## src/rtl/seg_scan_ctrl.sv

```systemverilog
// seg_scan_ctrl: double-buffered, time-multiplexed N-digit hex seven-segment driver.
//
// A producer hands over a result word (hex nibbles + overflow flag) through a
// valid/ready handshake into a pending buffer. The pending word moves into the
// display register only at a frame wrap, so one frame never mixes old and new digits.
//
// Ports:
//   clk         system clock, rising edge
//   rst         synchronous reset, active high
//   data_in     DIGITS hex nibbles, nibble k drives digit k (digit 0 rightmost)
//   ovf_in      overflow flag captured with data_in (shows dashes on all digits)
//   data_valid  producer offers a word
//   data_ready  pending buffer is empty, a word can be accepted
//   seg_out     segments {g,f,e,d,c,b,a}
//   an          digit enables, bit k = digit k
//   frame_tick  one-cycle pulse as digit 0 is newly selected
//
// Optional build macro SEG_SCAN_BLANK_LZ_EN: leading-zero blanking. Digit k>0 is
// dark when nibbles k..DIGITS-1 are all zero; digit 0 is never blanked and the
// overflow dashes override blanking.

module seg_scan_hex (
  input  logic [3:0] nib,
  output logic [6:0] seg
);
  // Active-high segment code, bit0 = a
  always_comb begin
    seg = 7'h00;
    case (nib)
      4'h0: seg = 7'h3F;
      4'h1: seg = 7'h06;
      4'h2: seg = 7'h5B;
      4'h3: seg = 7'h4F;
      4'h4: seg = 7'h66;
      4'h5: seg = 7'h6D;
      4'h6: seg = 7'h7D;
      4'h7: seg = 7'h07;
      4'h8: seg = 7'h7F;
      4'h9: seg = 7'h6F;
      4'hA: seg = 7'h77;
      4'hB: seg = 7'h7C;
      4'hC: seg = 7'h39;
      4'hD: seg = 7'h5E;
      4'hE: seg = 7'h79;
      4'hF: seg = 7'h71;
      default: seg = 7'h00;
    endcase
  end
endmodule

module seg_scan_ctrl #(
  parameter int DIGITS      = 4,
  parameter int REFRESH_DIV = 50000,
  parameter int ACTIVE_LOW  = 1
) (
  input  logic                clk,
  input  logic                rst,
  input  logic [4*DIGITS-1:0] data_in,
  input  logic                ovf_in,
  input  logic                data_valid,
  output logic                data_ready,
  output logic [6:0]          seg_out,
  output logic [DIGITS-1:0]   an,
  output logic                frame_tick
);
  localparam int PW = (REFRESH_DIV > 1) ? $clog2(REFRESH_DIV) : 1;
  localparam int DW = (DIGITS > 1) ? $clog2(DIGITS) : 1;

  typedef struct packed {
    logic                ovf;
    logic [4*DIGITS-1:0] data;
  } word_t;

  logic [PW-1:0] presc;
  logic [DW-1:0] dig_idx;
  word_t         pend_q, disp_q;
  logic          pend_full;
  logic          step, wrap;

  assign step = (presc == PW'(REFRESH_DIV - 1));
  assign wrap = step && (dig_idx == DW'(DIGITS - 1));

  always_ff @(posedge clk) begin
    if (rst) begin
      presc      <= '0;
      dig_idx    <= '0;
      pend_q     <= '0;
      pend_full  <= 1'b0;
      disp_q     <= '0;
      frame_tick <= 1'b0;
    end else begin
      presc      <= step ? '0 : presc + PW'(1);
      frame_tick <= wrap;
      if (step)
        dig_idx <= wrap ? '0 : dig_idx + DW'(1);
      // Capture needs an empty buffer and swap needs a full one, so the two
      // branches are mutually exclusive in any cycle.
      if (data_valid && !pend_full) begin
        pend_q    <= '{ovf: ovf_in, data: data_in};
        pend_full <= 1'b1;
      end else if (wrap && pend_full) begin
        disp_q    <= pend_q;
        pend_full <= 1'b0;
      end
    end
  end

  assign data_ready = ~pend_full;

  // Per-digit decode and blanking, then select the active digit.
  logic [DIGITS-1:0][6:0] dig_seg;
  logic [DIGITS-1:0]      blank;

  for (genvar k = 0; k < DIGITS; k++) begin : g_dig
    seg_scan_hex u_hex (
      .nib (disp_q.data[4*k +: 4]),
      .seg (dig_seg[k])
    );
`ifdef SEG_SCAN_BLANK_LZ_EN
    if (k == 0) begin : g_keep
      assign blank[k] = 1'b0;
    end else begin : g_lz
      assign blank[k] = ~disp_q.ovf & ~|disp_q.data[4*DIGITS-1:4*k];
    end
`else
    assign blank[k] = 1'b0;
`endif
  end

  logic [6:0]        seg_hi;
  logic [DIGITS-1:0] an_hi;

  always_comb begin
    seg_hi = 7'h00;
    an_hi  = '0;
    for (int k = 0; k < DIGITS; k++) begin
      if (dig_idx == DW'(k)) begin
        an_hi[k] = ~blank[k];
        seg_hi   = blank[k] ? 7'h00 : (disp_q.ovf ? 7'h40 : dig_seg[k]);
      end
    end
  end

  assign seg_out = (ACTIVE_LOW != 0) ? ~seg_hi : seg_hi;
  assign an      = (ACTIVE_LOW != 0) ? ~an_hi  : an_hi;

endmodule

```

## config.mk

```make
export PLATFORM = sky130hd
export DESIGN_NAME = seg_scan_ctrl
export DESIGN_NICKNAME = d
export VERILOG_FILES = /design/src/rtl/seg_scan_ctrl.sv
export SDC_FILE = /design/constraint.sdc
export NUM_CORES = 1
export LEC_CHECK = 0
export ABC_CLOCK_PERIOD_IN_PS = 5300
export CAP_MARGIN = 25
export CORE_ASPECT_RATIO = 0.8
export CORE_MARGIN = 2
export CORE_UTILIZATION = 30
export CTS_BUF_LIST = sky130_fd_sc_hd__clkbuf_4 sky130_fd_sc_hd__clkbuf_8 sky130_fd_sc_hd__clkbuf_16
export DETAILED_ROUTE_END_ITERATION = 10
export GPL_ROUTABILITY_DRIVEN = 0
export PLACE_DENSITY = 0.58
export REMOVE_ABC_BUFFERS = 1
export SYNTH_ARGS = -nofsm -noshare
export SYNTH_HDL_FRONTEND = slang
export SYNTH_SLANG_ARGS = --single-unit
```

## constraint.sdc

```tcl
create_clock -name clk -period 5.3 [get_ports clk]
set_input_delay 0.795 -clock clk [delete_from_list [all_inputs] [get_ports clk]]
set_output_delay 0.795 -clock clk [all_outputs]
set_load 0.05 [all_outputs]
```

Word-level counts from Yosys, hierarchy flattened
Memories as Yosys holds them, arrays and structs flattened. A register that Yosys moved wholly into a read port is not among the register bits.
Index checks and enable logic that the tools add are counted.
{"block": "classes", "multipliers": 0, "div": 0, "addsub": 2, "shifts": 0, "n_reduce_logical": 8, "n_lt_le_gt_ge": 0, "n_eq_ne": 4, "bitwise": 4, "n_mux": 23}
{"operator": "$mux 7", "count": 8}
{"operator": "$mux 4", "count": 8}
{"operator": "$add 16x1->16 const B", "count": 1}
{"operator": "$eq 16x16->1 const B", "count": 1}
{"operator": "$not 7->7", "count": 1}
{"operator": "$mux 1", "count": 6}
{"operator": "$eq 2x2->1 const B", "count": 2}
{"operator": "$not 4->4", "count": 1}
{"operator": "$logic_and 1x1->1", "count": 3}
{"operator": "$add 2x1->2 const B", "count": 1}
{"operator": "$eq 2x1->1 const B", "count": 1}
{"operator": "$logic_not 2->1", "count": 1}
{"operator": "$mux 2", "count": 1}
{"operator": "$not 1->1", "count": 2}
{"operator": "$reduce_and 2->1", "count": 1}
{"operator": "$reduce_bool 2->1", "count": 1}
{"operator": "$reduce_or 2->1", "count": 1}
{"operator": "$logic_not 1->1", "count": 1}
{"block": "totals", "latch_bits": 0, "ram_bits": 0, "wordCells": 53, "rom_bits": 448, "memories": 4, "ff_bits": 54, "inputBits": 20, "out_inout_bits": 13}
{"name": "(no name shown)", "depth": 16, "word_bits": 7, "rd": 1, "rd_clocked_by_memory_dff": 1, "write_ports": 0, "line_no": "29", "source": "case (nib)"}
{"name": "(no name shown)", "depth": 16, "word_bits": 7, "rd": 1, "rd_clocked_by_memory_dff": 1, "write_ports": 0, "line_no": "29"}
{"name": "(no name shown)", "depth": 16, "word_bits": 7, "rd": 1, "rd_clocked_by_memory_dff": 1, "write_ports": 0, "line_no": "29"}
{"name": "(no name shown)", "depth": 16, "word_bits": 7, "rd": 1, "rd_clocked_by_memory_dff": 1, "write_ports": 0, "line_no": "29"}

Depth between registers and ports, before layout
{"block": "logic_depth", "depth_word": 6, "ltp_mapped": 16, "ltp_nobuf": 13}

Hierarchy
Synthesis repeated with hierarchy kept, for this count alone.
{"block": "unflattened", "cells_unflattened": 427, "area_unflattened_um2": 3671.0}
{"module": "seg_scan_ctrl", "area_per_inst_um2": 2519.9, "seq_area_each_um2": 1081.0, "cells_per_inst": 295, "instances": 1}
{"module": "seg_scan_hex", "area_per_inst_um2": 287.8, "seq_area_each_um2": 0.0, "cells_per_inst": 33, "instances": 4}

Least setup slack after synthesis
No wires, ideal clock.
{"block": "synth_path", "path_type": "register to output", "start": "register dig_idx[0]", "end": "output seg_out[6]", "n_path_buf": 1, "arrival_ns": 2.603, "slack_ns": 1.902, "path_stages_with_launch": 7, "t_required_ns": 4.505, "path_cell_list": "dfxtp_1 -> ha_1 -> clkbuf_1 -> inv_1 -> a211oi_1 -> a21oi_1 -> o32ai_1"}
{"block": "synth_via", "elab_chain_len": 6}
{"element": "start: declaration", "line_no": "75", "source": "logic [DW-1:0] dig_idx;"}
{"element": "start signal: assignment", "line_no": "95", "source": "dig_idx <= wrap ? '0 : dig_idx + DW'(1);"}
{"element": "$logic_not 2->1", "line_no": "137", "source": "if (dig_idx == DW'(k)) begin"}
{"element": "$mux 7 (3 in series)", "line_no": "137"}
{"element": "$mux 7 *", "line_no": "137"}
{"element": "$not 7->7 *", "line_no": "144", "source": "assign seg_out = (ACTIVE_LOW != 0) ? ~seg_hi : seg_hi;"}
{"element": "end: declaration", "line_no": "62", "source": "output logic [6:0] seg_out,"}
Every way passes the cells marked *; elsewhere a longest branch is shown, timed or not.

Worst setup path in the final report
{"block": "layout_path", "start": "register dig_idx[1]", "end": "output seg_out[0]"}
Same word-level chain as after synthesis.

==> flow_metrics.tcl <==
set metrics [dict create \
    yosys_most_used_dff "dfxtp_1" \
    fin_crit_ns 3.55 \
    syn_to_final_growth_pct 18.5 \
    layout_common_cells "dfxtp_1 (82), nand2_1 (69), a21oi_1 (57)" \
    internal_power_w 0.00107 \
    clock-root-buffer "clkbuf_16" \
    fin_hold_ws_ns 0.440 \
    drt-total-wl_um 11000 \
    critPathCaptureType "output pin" \
    finalCritPeriodShare_pct 66.9 \
    arrival_ns 2.75 \
    dieArea_sq_mm 0.0157 \
    syn_avg_cell_area_sq_um 8.38 \
    io_buffer_count 32 \
    p_seq_share_pct 46.5 \
    status "complete, no violations" \
    overflow 0 \
    yosysWarnings 0 \
    tightest_slew_ns 0.785 \
    maxCapViolations 0 \
    hold_viol_final 0 \
    cts_tree "done" \
    via_per_inst 4.98 \
    cts.path.max_buffers 2 \
    grt_pass1_wl_um 17800 \
    dp_slack_ns 2.13 \
    final_common_cell "dfxtp_1" \
    dpl-instance-area_sq_mm 0.00489 \
    h-tree-depth 3 \
    p_sw_w 0.000292 \
    holdCritPathClass "reg2reg" \
    drt-pass1-iter-count 5 \
    setup_tns_ns 0 \
    hpwl_um 8070 \
    grt_use_total_pct 14.4 \
    final_nets 607 \
    grt_pass1_vias 3489 \
    post_cts_resize_count 0 \
    required_ns 4.51 \
    postRouteAntennaNets 0 \
    synth-edff-count 0 \
    clk_pin_slew_ns 0.06 \
    critPathKind "reg2out" \
    rows 39 \
    grt_setup_unrepaired "false" \
    vias 3701 \
    cts.sinks 82 \
    initial_core_util_pct 30.8 \
    cts_buffers 9 \
    synth.distinct_cells 57 \
    fmaxAchievable_mhz 282 \
    fin_ws_ns 1.75 \
    postCtsSetupRepairBufs 0 \
    die_w_um 140 \
    synth.cell_area_sq_mm 0.00441 \
    finalCoreUtilization_pct 36.5 \
    finalInstanceArea_sq_mm 0.00522 \
    holdBufCountCts 0 \
    antenna_found_initial 0 \
    seq_area_frac_synth_pct 37.2 \
    route.detailed.drc 0 \
    drive_above_1_share_pct 8.77 \
    clock_skew_ns 0.00760 \
    slew_viol_final 0 \
    leakagePower_nw 2.16 \
    clk_latency_ns 0.34 \
    clkPwrFrac_pct 49.7 \
    setup_viol 0 \
    synthArstFlopShare_pct 0 \
    grt_max_degree 36 \
    ys_seq_elements 82 \
    power_density_mw_per_mm2 262 \
    fp.coreArea_sq_mm 0.0143 \
    routedWlPerCell_um 14.8 \
    max_slew_margin_pct 47.5 \
    io_pins 33 \
    n_antenna_cell 0 \
    syn_inst 526 \
    start_kind "flip-flop" \
    crit_fanout 9 \
    p_sw_share_pct 21.4 \
    drtIter0Drc 332 \
    combPwrFrac_pct 3.9 \
    vdd_drop_max_v 0.000188 \
    dieHeight_um 112 \
]
worst max-delay path, cell delays in order, from the launching register on:
cell             delay [ns]
dfxtp_1                0.38
inv_1                  0.08
ha_1                   0.27
inv_1                  0.21
and3_1                 0.20
a21oi_1                0.05
o21ai_0                0.16
mux2i_1                0.09
or2_2                  0.29
clkdlybuf4s50_1        0.70
flip-flops by register name, indices dropped and copies added, names as in the netlist:
register and flops:
pend_full 1, disp_q 17, g_dig.u_hex.seg 28, dig_idx 2
pend_q 17, frame_tick 1, presc 16
metrics by stage:
stage / instances / total power [W]
floorplan: 506 / 0.000669
global placement: 726 / 0.000702
detailed placement: 726 / 0.000703
CTS: 742 / 0.00138
global route: 743 / 0.00141
finish: 743 / 0.00137
final cells by class:
| cell class | instances | area (sq um) |
|---|---|---|
| repair buffers | 37 | 353 |
| clock buffers | 10 | 239 |
| multi-input cells | 383 | 2520 |
| flip-flops and latches | 82 | 1640 |
| well taps | 184 | 230 |
| clock inverters | 6 | 90.1 |
| inverters | 41 | 154 |
| fillers | 1427 | 9070 |
power by group through the flow:
stage | Combinational (W) | Sequential, W | Clock (W)
after floorplan | 0.0000228 | 0.000646 | 0
after global placement | 0.0000535 | 0.000649 | 0
after detailed placement | 0.0000537 | 0.000649 | 0
after CTS | 0.0000540 | 0.000635 | 0.000691
after global routing | 0.0000586 | 0.000636 | 0.000719
final | 0.0000531 | 0.000635 | 0.000679
cells in the mapped netlist (2+ instances only):
cell       instances  area (sq um)
mux2_2             4          45.0
and3_1            12          75.1
o31ai_1            5          37.5
a32oi_1            3          26.3
nand3_1           16          80.1
xnor2_1            6          52.6
o22ai_1            3          18.8
nand4_1            3          18.8
o2bb2ai_1          3          26.3
inv_2              2          7.51
mux2i_1           17           170
a31oi_1            4          25.0
a211o_1            2          17.5
ha_1              33           413
nor2_1            39           146
and2_1             3          18.8
nor4b_1            2          17.5
nand2_1           69           259
mux2_4             2          30.0
nand2b_1          15          93.8
inv_1             39           146
nor3_1             7          35.0
a211oi_1           3          22.5
xor2_1             7          61.3
dfxtp_1           82          1640
o21ai_0           19          95.1
or2_2              9          56.3
a21oi_1           57           285
nor2b_1            6          37.5
o21a_1             3          22.5
buf_2              2          10.0
buf_6              2          22.5
and4bb_2           2          25.0
nor4_1             2          12.5
a22oi_1            8          60.1
clkbuf_1          14          52.6
final timing paths:
kind / start / endpoint / slack, ns / depth (start not counted)
worst max-delay path: dig_idx[1] / seg_out[0] / 1.75 / 9
worst min-delay path: presc[0] / presc[0] / 0.44 / 1
worst max register to register: dig_idx[0] / g_dig[0].u_hex.seg[5] / 2.22 / 11
worst min register to register: presc[0] / presc[0] / 0.44 / 1
logic make-up (layout without fill, tap and decap cells):
kind of cell	after synthesis	after routing	synth area share, %
AO/OA/AOI/OAI	121	121	17.7
multiplexers	23	23	5.56
XOR/XNOR	13	13	2.58
buffers and inverters	61	94	5.68
AND/OR/NAND/NOR	193	193	21.9
flip-flops	82	82	37.2
adder cells (fa/ha/maj)	33	33	9.37
routing by layer:
metal  share of wire (%)  GRT usage, %
met5                   0             0
met4                 1.5          5.05
met3                 6.5          4.10
met2                  42          21.0
met1                  50          20.3
No activity file was read; power rests on OpenSTA's default activity.
